==> src/rtl/memory_port_arbiter_pkg.sv <==
// Shared types for the instruction-fetch / memory-stage bus arbiter:
// the latched bus request, the arbiter state and the requester identity.
package memory_port_arbiter_pkg;

    typedef struct packed {
        logic        write;
        logic [31:0] addr;
        logic [31:0] wdata;
        logic [3:0]  byte_enable;
    } MemBusRequest_t;

    typedef enum logic [1:0] {
        IDLE     = 2'd0,
        REQ      = 2'd1,
        WAIT_RSP = 2'd2
    } MemArbState_t;

    typedef enum logic [1:0] {
        GRANT_NONE = 2'd0,
        GRANT_IF   = 2'd1,
        GRANT_MEM  = 2'd2
    } MemRequester_t;

    // Instruction fetches are always full-word reads.
    function automatic MemBusRequest_t if_read_request(input logic [31:0] addr);
        MemBusRequest_t r;
        r.write       = 1'b0;
        r.addr        = addr;
        r.wdata       = '0;
        r.byte_enable = 4'b1111;
        return r;
    endfunction

endpackage

==> src/rtl/memory_port_arbiter.sv <==
// Shares one memory bus between instruction fetch and the memory stage,
// one outstanding transaction at a time, routing each response to its issuer.
module memory_port_arbiter
    import memory_port_arbiter_pkg::*;
#(
    parameter int STARVE_LIMIT = 4
) (
    input  logic        i_Clock,
    input  logic        i_Reset,
    input  logic        i_IF_ReqValid,
    input  logic [31:0] i_IF_Addr,
    output logic        o_IF_ReqReady,
    input  logic        i_IF_Flush,
    output logic        o_IF_RspValid,
    output logic [31:0] o_IF_RspData,
    input  logic        i_MEM_ReqValid,
    input  logic        i_MEM_Write,
    input  logic [31:0] i_MEM_Addr,
    input  logic [31:0] i_MEM_WData,
    input  logic [3:0]  i_MEM_ByteEnable,
    output logic        o_MEM_ReqReady,
    output logic        o_MEM_RspValid,
    output logic [31:0] o_MEM_RspData,
    output logic        o_Bus_ReqValid,
    output logic        o_Bus_Write,
    output logic [31:0] o_Bus_Addr,
    output logic [31:0] o_Bus_WData,
    output logic [3:0]  o_Bus_ByteEnable,
    input  logic        i_Bus_ReqReady,
    input  logic        i_Bus_RspValid,
    input  logic [31:0] i_Bus_RspData
);

    localparam int CW = $clog2(STARVE_LIMIT + 1);
    localparam logic [CW-1:0] LIMIT = CW'(STARVE_LIMIT);

    MemArbState_t   state_reg, state_next;
    MemRequester_t  grant_reg, grant_next;
    MemRequester_t  sel_grant;
    MemBusRequest_t req_reg, req_next;
    logic [CW-1:0]  starve_reg, starve_next;
    logic           flush_reg, flush_next;
    logic           if_rsp_reg, if_rsp_next;
    logic           mem_rsp_reg, mem_rsp_next;
    logic [31:0]    rsp_data_reg, rsp_data_next;

    // Grant selection: MEM wins contention until IF has lost STARVE_LIMIT times.
    always_comb begin
        sel_grant = GRANT_NONE;
        if (state_reg == IDLE && !i_Reset) begin
            if (i_IF_ReqValid && (!i_MEM_ReqValid || starve_reg == LIMIT))
                sel_grant = GRANT_IF;
            else if (i_MEM_ReqValid)
                sel_grant = GRANT_MEM;
        end
    end

    always_ff @(posedge i_Clock or posedge i_Reset) begin
        if (i_Reset) begin
            state_reg    <= IDLE;
            grant_reg    <= GRANT_NONE;
            req_reg      <= '0;
            starve_reg   <= '0;
            flush_reg    <= 1'b0;
            if_rsp_reg   <= 1'b0;
            mem_rsp_reg  <= 1'b0;
            rsp_data_reg <= '0;
        end else begin
            state_reg    <= state_next;
            grant_reg    <= grant_next;
            req_reg      <= req_next;
            starve_reg   <= starve_next;
            flush_reg    <= flush_next;
            if_rsp_reg   <= if_rsp_next;
            mem_rsp_reg  <= mem_rsp_next;
            rsp_data_reg <= rsp_data_next;
        end
    end

    always_comb begin
        state_next    = state_reg;
        grant_next    = grant_reg;
        req_next      = req_reg;
        starve_next   = starve_reg;
        flush_next    = flush_reg;
        if_rsp_next   = 1'b0;
        mem_rsp_next  = 1'b0;
        rsp_data_next = rsp_data_reg;
        case (state_reg)
            IDLE: begin
                if (sel_grant == GRANT_IF) begin
                    state_next  = REQ;
                    grant_next  = GRANT_IF;
                    req_next    = if_read_request(i_IF_Addr);
                    starve_next = '0;
                    flush_next  = i_IF_Flush;
                end else if (sel_grant == GRANT_MEM) begin
                    state_next          = REQ;
                    grant_next          = GRANT_MEM;
                    req_next.write       = i_MEM_Write;
                    req_next.addr        = i_MEM_Addr;
                    req_next.wdata       = i_MEM_WData;
                    req_next.byte_enable = i_MEM_ByteEnable;
                    flush_next          = 1'b0;
                    if (i_IF_ReqValid && starve_reg != LIMIT)
                        starve_next = starve_reg + CW'(1);
                end
            end
            REQ: begin
                if (grant_reg == GRANT_IF && i_IF_Flush)
                    flush_next = 1'b1;
                if (i_Bus_ReqReady)
                    state_next = WAIT_RSP;
            end
            WAIT_RSP: begin
                if (grant_reg == GRANT_IF && i_IF_Flush)
                    flush_next = 1'b1;
                if (i_Bus_RspValid) begin
                    state_next    = IDLE;
                    grant_next    = GRANT_NONE;
                    flush_next    = 1'b0;
                    rsp_data_next = req_reg.write ? 32'd0 : i_Bus_RspData;
                    // A flush arriving with the response still kills it.
                    if_rsp_next   = (grant_reg == GRANT_IF) && !flush_reg && !i_IF_Flush;
                    mem_rsp_next  = (grant_reg == GRANT_MEM);
                end
            end
            default: begin
                state_next = IDLE;
                grant_next = GRANT_NONE;
            end
        endcase
    end

    always_comb begin
        o_IF_ReqReady    = (sel_grant == GRANT_IF);
        o_MEM_ReqReady   = (sel_grant == GRANT_MEM);
        o_Bus_ReqValid   = (state_reg == REQ);
        o_Bus_Write      = (state_reg == REQ) ? req_reg.write       : 1'b0;
        o_Bus_Addr       = (state_reg == REQ) ? req_reg.addr        : 32'd0;
        o_Bus_WData      = (state_reg == REQ) ? req_reg.wdata       : 32'd0;
        o_Bus_ByteEnable = (state_reg == REQ) ? req_reg.byte_enable : 4'd0;
        o_IF_RspValid    = if_rsp_reg;
        o_IF_RspData     = if_rsp_reg ? rsp_data_reg : 32'd0;
        o_MEM_RspValid   = mem_rsp_reg;
        o_MEM_RspData    = mem_rsp_reg ? rsp_data_reg : 32'd0;
    end

endmodule

==> config.mk <==
export PLATFORM = sky130hd
export DESIGN_NAME = memory_port_arbiter
export DESIGN_NICKNAME = d
export VERILOG_FILES = /design/src/rtl/memory_port_arbiter_pkg.sv /design/src/rtl/memory_port_arbiter.sv
export SDC_FILE = /design/constraint.sdc
export NUM_CORES = 1
export LEC_CHECK = 0
export CORE_MARGIN = 4
export CORE_UTILIZATION = 38
export DETAILED_ROUTE_END_ITERATION = 10
export PLACE_DENSITY = 0.78
export REMOVE_ABC_BUFFERS = 1
export SLEW_MARGIN = 20
export SYNTH_ARGS = -nofsm -noshare
export SYNTH_HDL_FRONTEND = slang
export SYNTH_SLANG_ARGS = --single-unit
==> constraint.sdc <==
create_clock -name i_Clock -period 4.3 [get_ports i_Clock]
set_input_delay 1.29 -clock i_Clock [delete_from_list [all_inputs] [get_ports i_Clock]]
set_output_delay 1.29 -clock i_Clock [all_outputs]
set_load 0.01 [all_outputs]
Word-level counts from Yosys, hierarchy flattened. Cells that the tools add are included.

Register bits after elaboration: 111. Output and inout port bits: 138. Word-level logic and storage cells: 77.

$add $sub $neg: 1. Equality and inequality tests: 11. Muxes and demuxes: 32. Bitwise operators: 1. Reduce and logical (&&, ||, !) cells: 21.

Operator list (number): 32-bit 2-to-1 mux (5); 69-bit 2-to-1 mux (2); 2-bit 2-to-1 mux (9); 2-bit one-hot mux with 3 select lines (2); 1-bit 2-to-1 mux (9); 3-bit 2-to-1 mux (3); 3-bit AND reduction (3); 2-bit by 1-bit == test with 1-bit output (second input constant) (3); 2-bit == test (second input constant) (3); 1-bit logical AND (6); 3-bit != test (second input constant) (2); 2-bit AND reduction (3); 1-bit zero test (4); 4-bit 2-to-1 mux (1); 2-bit nonzero test (2); 3-bit by 1-bit adder with 3-bit output (second input constant) (1); 3-bit == test (second input constant) (1); 1-bit one-hot mux with 3 select lines (1); 3-bit nonzero test (1); 2-bit zero test (1); 2-bit by 1-bit != test with 1-bit output (second input constant) (1); 2-bit != test (second input constant) (1); 1-bit logical OR (1); 1-bit inverter (1).

Depth between registers and ports, before layout.
Word-level depth: 9. Gate-level depth with buffers: 11. Depth with buffers taken out: 9.

Worst setup path after synthesis. No wires, ideal clock.

Path kind: input-to-output. From: in i_Reset. To: out o_IF_ReqReady. Data arrival time: 1.822 ns. Slack: 1.188 ns. Cell stages on the path: 3. Buffers on the path: 0. Cell sequence: nor2b_1 -> nand3_1 -> ha_1.

Cells in the longest elaborated chain, start to end: 4.

RTL lines: from (decl) (line memory_port_arbiter.sv:9) `input logic i_Reset,`; 1-bit zero test (no source line); 1-bit logical AND (line memory_port_arbiter.sv:50) `if (state_reg == IDLE && !i_Reset) begin`; 2-bit 2-to-1 mux (line memory_port_arbiter.sv:50); 2-bit by 1-bit == test with 1-bit output (line memory_port_arbiter.sv:136) `o_IF_ReqReady = (sel_grant == GRANT_IF);`; to (decl) (line memory_port_arbiter.sv:12) `output logic o_IF_ReqReady,`.

Every way passes these cells.

Worst setup path in the final report.
From: in i_IF_ReqValid. To: out o_MEM_ReqReady.

Cells in the longest elaborated chain, start to end: 4.

RTL lines: from (decl) (line memory_port_arbiter.sv:10) `input logic i_IF_ReqValid,`; 1-bit logical AND (line memory_port_arbiter.sv:51) `if (i_IF_ReqValid && (!i_MEM_ReqValid || starve_reg == LIMIT))`; 2-bit 2-to-1 mux (line memory_port_arbiter.sv:51); 2-bit 2-to-1 mux (line memory_port_arbiter.sv:50); 2-bit == test (line memory_port_arbiter.sv:137) `o_MEM_ReqReady = (sel_grant == GRANT_MEM);`; to (decl) (line memory_port_arbiter.sv:21) `output logic o_MEM_ReqReady,`.

Every way passes these cells.

==> flow_metrics.py <==
metrics = {
    "drt": {
        "dr_iter_0_viols": 199,
        "vias_per_cell": 4.74,
        "drt_drc_violations_left": 0,
        "antenna_left": 0,
        "vias": 5210,
        "wl_um": 17300,
        "drt-wirelength-per-cell_um": 15.7,
        "drt-pass1-iter-count": 4,
    },
    "grt": {
        "grt.total_usage": 0.194,
        "grt_first_pass_wirelength_um": 27000,
        "grt_antenna_before_repair": 0,
        "grt_overflow_total": 0,
        "via_count_of_the_first_global_routing_pass": 5058,
        "grt_start_max_net_pins": 67,
    },
    "floorplan": {
        "io_pins": 278,
        "die-area_um2": 17500,
        "core_region_area_um2": 15100,
        "placementRows": 45,
        "initial_core_util": 0.388,
        "die_w_um": 132,
        "floorplan.die.height_um": 132,
    },
    "clock_network": {
        "tritoncts": "built",
        "tritoncts.num_buffers": 9,
        "cts_max_path_buffers": 2,
        "hold_buffers": 0,
        "cts_sinks": 111,
        "ctsRootBufferMaster": "sky130_fd_sc_hd__clkbuf_16",
        "clk_pin_slew_worst_paths_ns": 0.07,
        "ctsHtreeMaxLevel": 3,
        "post-cts-setup-buffer-count": 0,
        "worstSkewPairLatency_ns": 0.35,
        "postcts_resize_cnt": 0,
    },
    "worst_setup_path": {
        "critical_path_required_ns": 3.01,
        "crit_path_cell_trace": "clkdlybuf4s50_1 > nand3_1 > nand3_1 > inv_1 > ha_1 > clkdlybuf4s50_1",
        "critPathLaunchType": "primary input",
        "maximum_fanout_encountered_on_the_critical_timing_path": 6,
        "kind_of_cell_adding_the_most_delay_to_the_critical_path": "buffers and inverters",
        "worst_case_register_to_register_setup_slack_ns": 1.25,
        "path_class": "primary input to output pin",
        "timing.critical_path.slowest_cell_delay_ns": 0.56,
        "worstSetupStartpoint": "i_IF_ReqValid",
        "critical_path.reg2reg.startpoint": "state_reg[1]",
        "crit_arrival_ns": 2.87,
        "cpMaxStageDelayCell": "sky130_fd_sc_hd__clkdlybuf4s50_1",
        "critical_path_buf_inv_count": 3,
        "worst_setup_path_end_kind": "output pin",
    },
    "flow_run": {
        "max_cap_viol_count": 0,
    },
    "power_and_ir_drop": {
        "power.static_leakage_nw": 3.99,
        "p_clk_frac": 0.214,
        "power.combinational.fraction": 0.405,
        "irDropWorstVdd_uv": 251,
        "share_seq_of_total_power": 0.381,
        "total_switching_power_mw": 1.50,
        "power_per_cell_area_nw_per_um2": 488,
        "swShare": 0.335,
        "p_int_mw": 2.97,
    },
    "yosys": {
        "synth_top_flop_cell": "sky130_fd_sc_hd__dfrtp_1",
        "synth_xor_area_frac": 0,
        "seq_area_frac_synth": 0.473,
        "synth_top_family_by_area": "simple AND/OR/NAND/NOR gates",
        "synth-edff-count": 0,
        "synth-compound-area-share": 0.0776,
        "synth.mux.area_fraction": 0.0584,
        "mappedNetlistArea_um2": 5870,
        "synth_adder_area_share": 0.0213,
        "synth_simple_gate_area_frac": 0.327,
        "yosysWarnings": 0,
        "netlist_instances": 656,
        "synth.lib_cells_used.distinct": 33,
        "ys_seq_elements": 111,
        "async_reset_ff_frac": 1.00,
        "avgSynthCellArea_um2": 8.95,
    },
    "timing": {
        "tns_ns": 0,
        "slew_violations": 0,
        "maxSlewHeadroom": 0.442,
        "final-hold-violation-count": 0,
        "clock_tree_skew_after_final_layout_ns": 0.00595,
        "report.final.setup_viol": 0,
        "timing.hold.ws_ns": 0.442,
        "final_period_minus_worst_setup_slack_ns": 4.16,
        "worst-slew-pin-transition_ns": 0.837,
        "rsz_0062_raised_after_global_routing": "no",
        "timing.fmax_ghz": 0.240,
        "final.period_utilization": 0.967,
    },
    "worst_hold_path": {
        "holdCritPathClass": "flip-flop to flip-flop",
        "holdCritStartpoint": "flush_reg",
    },
    "final_layout": {
        "antennaDiodeCount": 0,
        "nNetsFinal": 1056,
        "finish.instance_area_um2": 9160,
        "post_route_cells_drive_above_1_share": 0.0351,
        "largest_register_ffs": 69,
        "area.growth.synth_to_final_pct": 56.1,
    },
    "place": {
        "port_buffers": 277,
        "detailed_place_hpwl_um": 13000,
        "detailed_place.area_um2": 8810,
        "gp_routability_congestion": 0.802,
    },
    "outcome": {
        "run_status": "finished, final reports clean",
    },
}
[power by group through the flow]
stage | sequential (mW) | combinational (mW) | clock, mW
6_report | 1.70 | 1.81 | 0.956
5_1_grt | 1.76 | 2.03 | 1.02
4_1_cts | 1.71 | 1.85 | 0.980
3_5_place_dp | 1.73 | 1.84 | 0
3_3_place_gp | 1.71 | 1.80 | 0
2_1_floorplan | 1.66 | 0.978 | 0
[cell usage after synthesis (4+ instances only)]
cell                       count  area (um^2)
sky130_fd_sc_hd__nand2_1     144          541
sky130_fd_sc_hd__and2_1      133          832
sky130_fd_sc_hd__dfrtp_1     111         2780
sky130_fd_sc_hd__o21ai_1      37          185
sky130_fd_sc_hd__nand2b_1     34          213
sky130_fd_sc_hd__nand3b_1     33          248
sky130_fd_sc_hd__o21ai_0      33          165
sky130_fd_sc_hd__mux2i_1      32          320
sky130_fd_sc_hd__clkbuf_1     24         90.1
sky130_fd_sc_hd__buf_2        22          110
sky130_fd_sc_hd__ha_1         10          125
sky130_fd_sc_hd__inv_1        10         37.5
sky130_fd_sc_hd__nor2b_1       5         31.3
sky130_fd_sc_hd__nand3_1       4         20.0
[per-stage QoR]
stage	std cells	setup slack, ns	utilization	total power, mW
finish	1099	0.140	0.605	4.47
floorplan	608	-0.269	-	2.64
global placement	1083	0.153	0.582	3.51
CTS	1099	0.133	0.605	4.54
global route	1099	0.0365	0.605	4.81
detailed placement	1083	0.135	0.582	3.56
[area by class of cell]
class                      count  area [um^2]
sequential                   111         2780
clock inverter                 2         60.1
clock buffer                  14          284
fill                        1358         5980
timing repair buffer         287         2890
multi-input combinational    487         2880
tap                          188          235
inverter                      10         40.0
[kinds of logic (layout without fill, tap and decap cells)]
| kind of cell | Yosys count | after routing |
|---|---|---|
| buf+inv | 58 | 313 |
| mux | 34 | 34 |
| compound gates | 84 | 84 |
| flops | 111 | 111 |
| simple gates | 359 | 359 |
| fa+ha+maj | 10 | 10 |
[layer usage]
layer / track usage / vias to the layer above / part of all wire
met4: 0.0670 / 0 / 0.017
li1: - / 2614 / -
met1: 0.232 / 2355 / 0.42
met3: 0.0668 / 17 / 0.092
met2: 0.327 / 224 / 0.47
met5: 0 / - / 0
[layout by cell type (no fill, tap or decap), drive strengths merged, types with 3 or more instances in the layout]
| master | count |
|---|---|
| a21oi | 3 |
| and2 | 133 |
| buf | 10 |
| clkbuf | 14 |
| clkdlybuf4s50 | 277 |
| dfrtp | 111 |
| ha | 10 |
| inv | 10 |
| mux2i | 32 |
| nand2 | 144 |
| nand2b | 34 |
| nand3 | 4 |
| nand3b | 33 |
| nor2b | 5 |
| o21ai | 70 |
[worst reg2reg max path, delay by kind of cell, from the launching register on]
| family | cells | cell delay [ns] |
|---|---|---|
| fa+ha+maj | 2 | 0.51 |
| compound gates | 1 | 0.19 |
| simple gates | 2 | 0.50 |
| buf+inv | 3 | 1.00 |
| mux | 1 | 0.33 |
| flops | 1 | 0.42 |
[worst paths after layout]
check,cells past startpoint,endpoint
max,6,o_MEM_ReqReady
min,1,o_IF_RspValid
max reg2reg,9,starve_reg[0]
min reg2reg,1,o_IF_RspValid
max in group asynchronous,4,req_reg[10]
min in group asynchronous,3,req_reg[13]
Note: power is estimated with default switching activity, not from simulation.
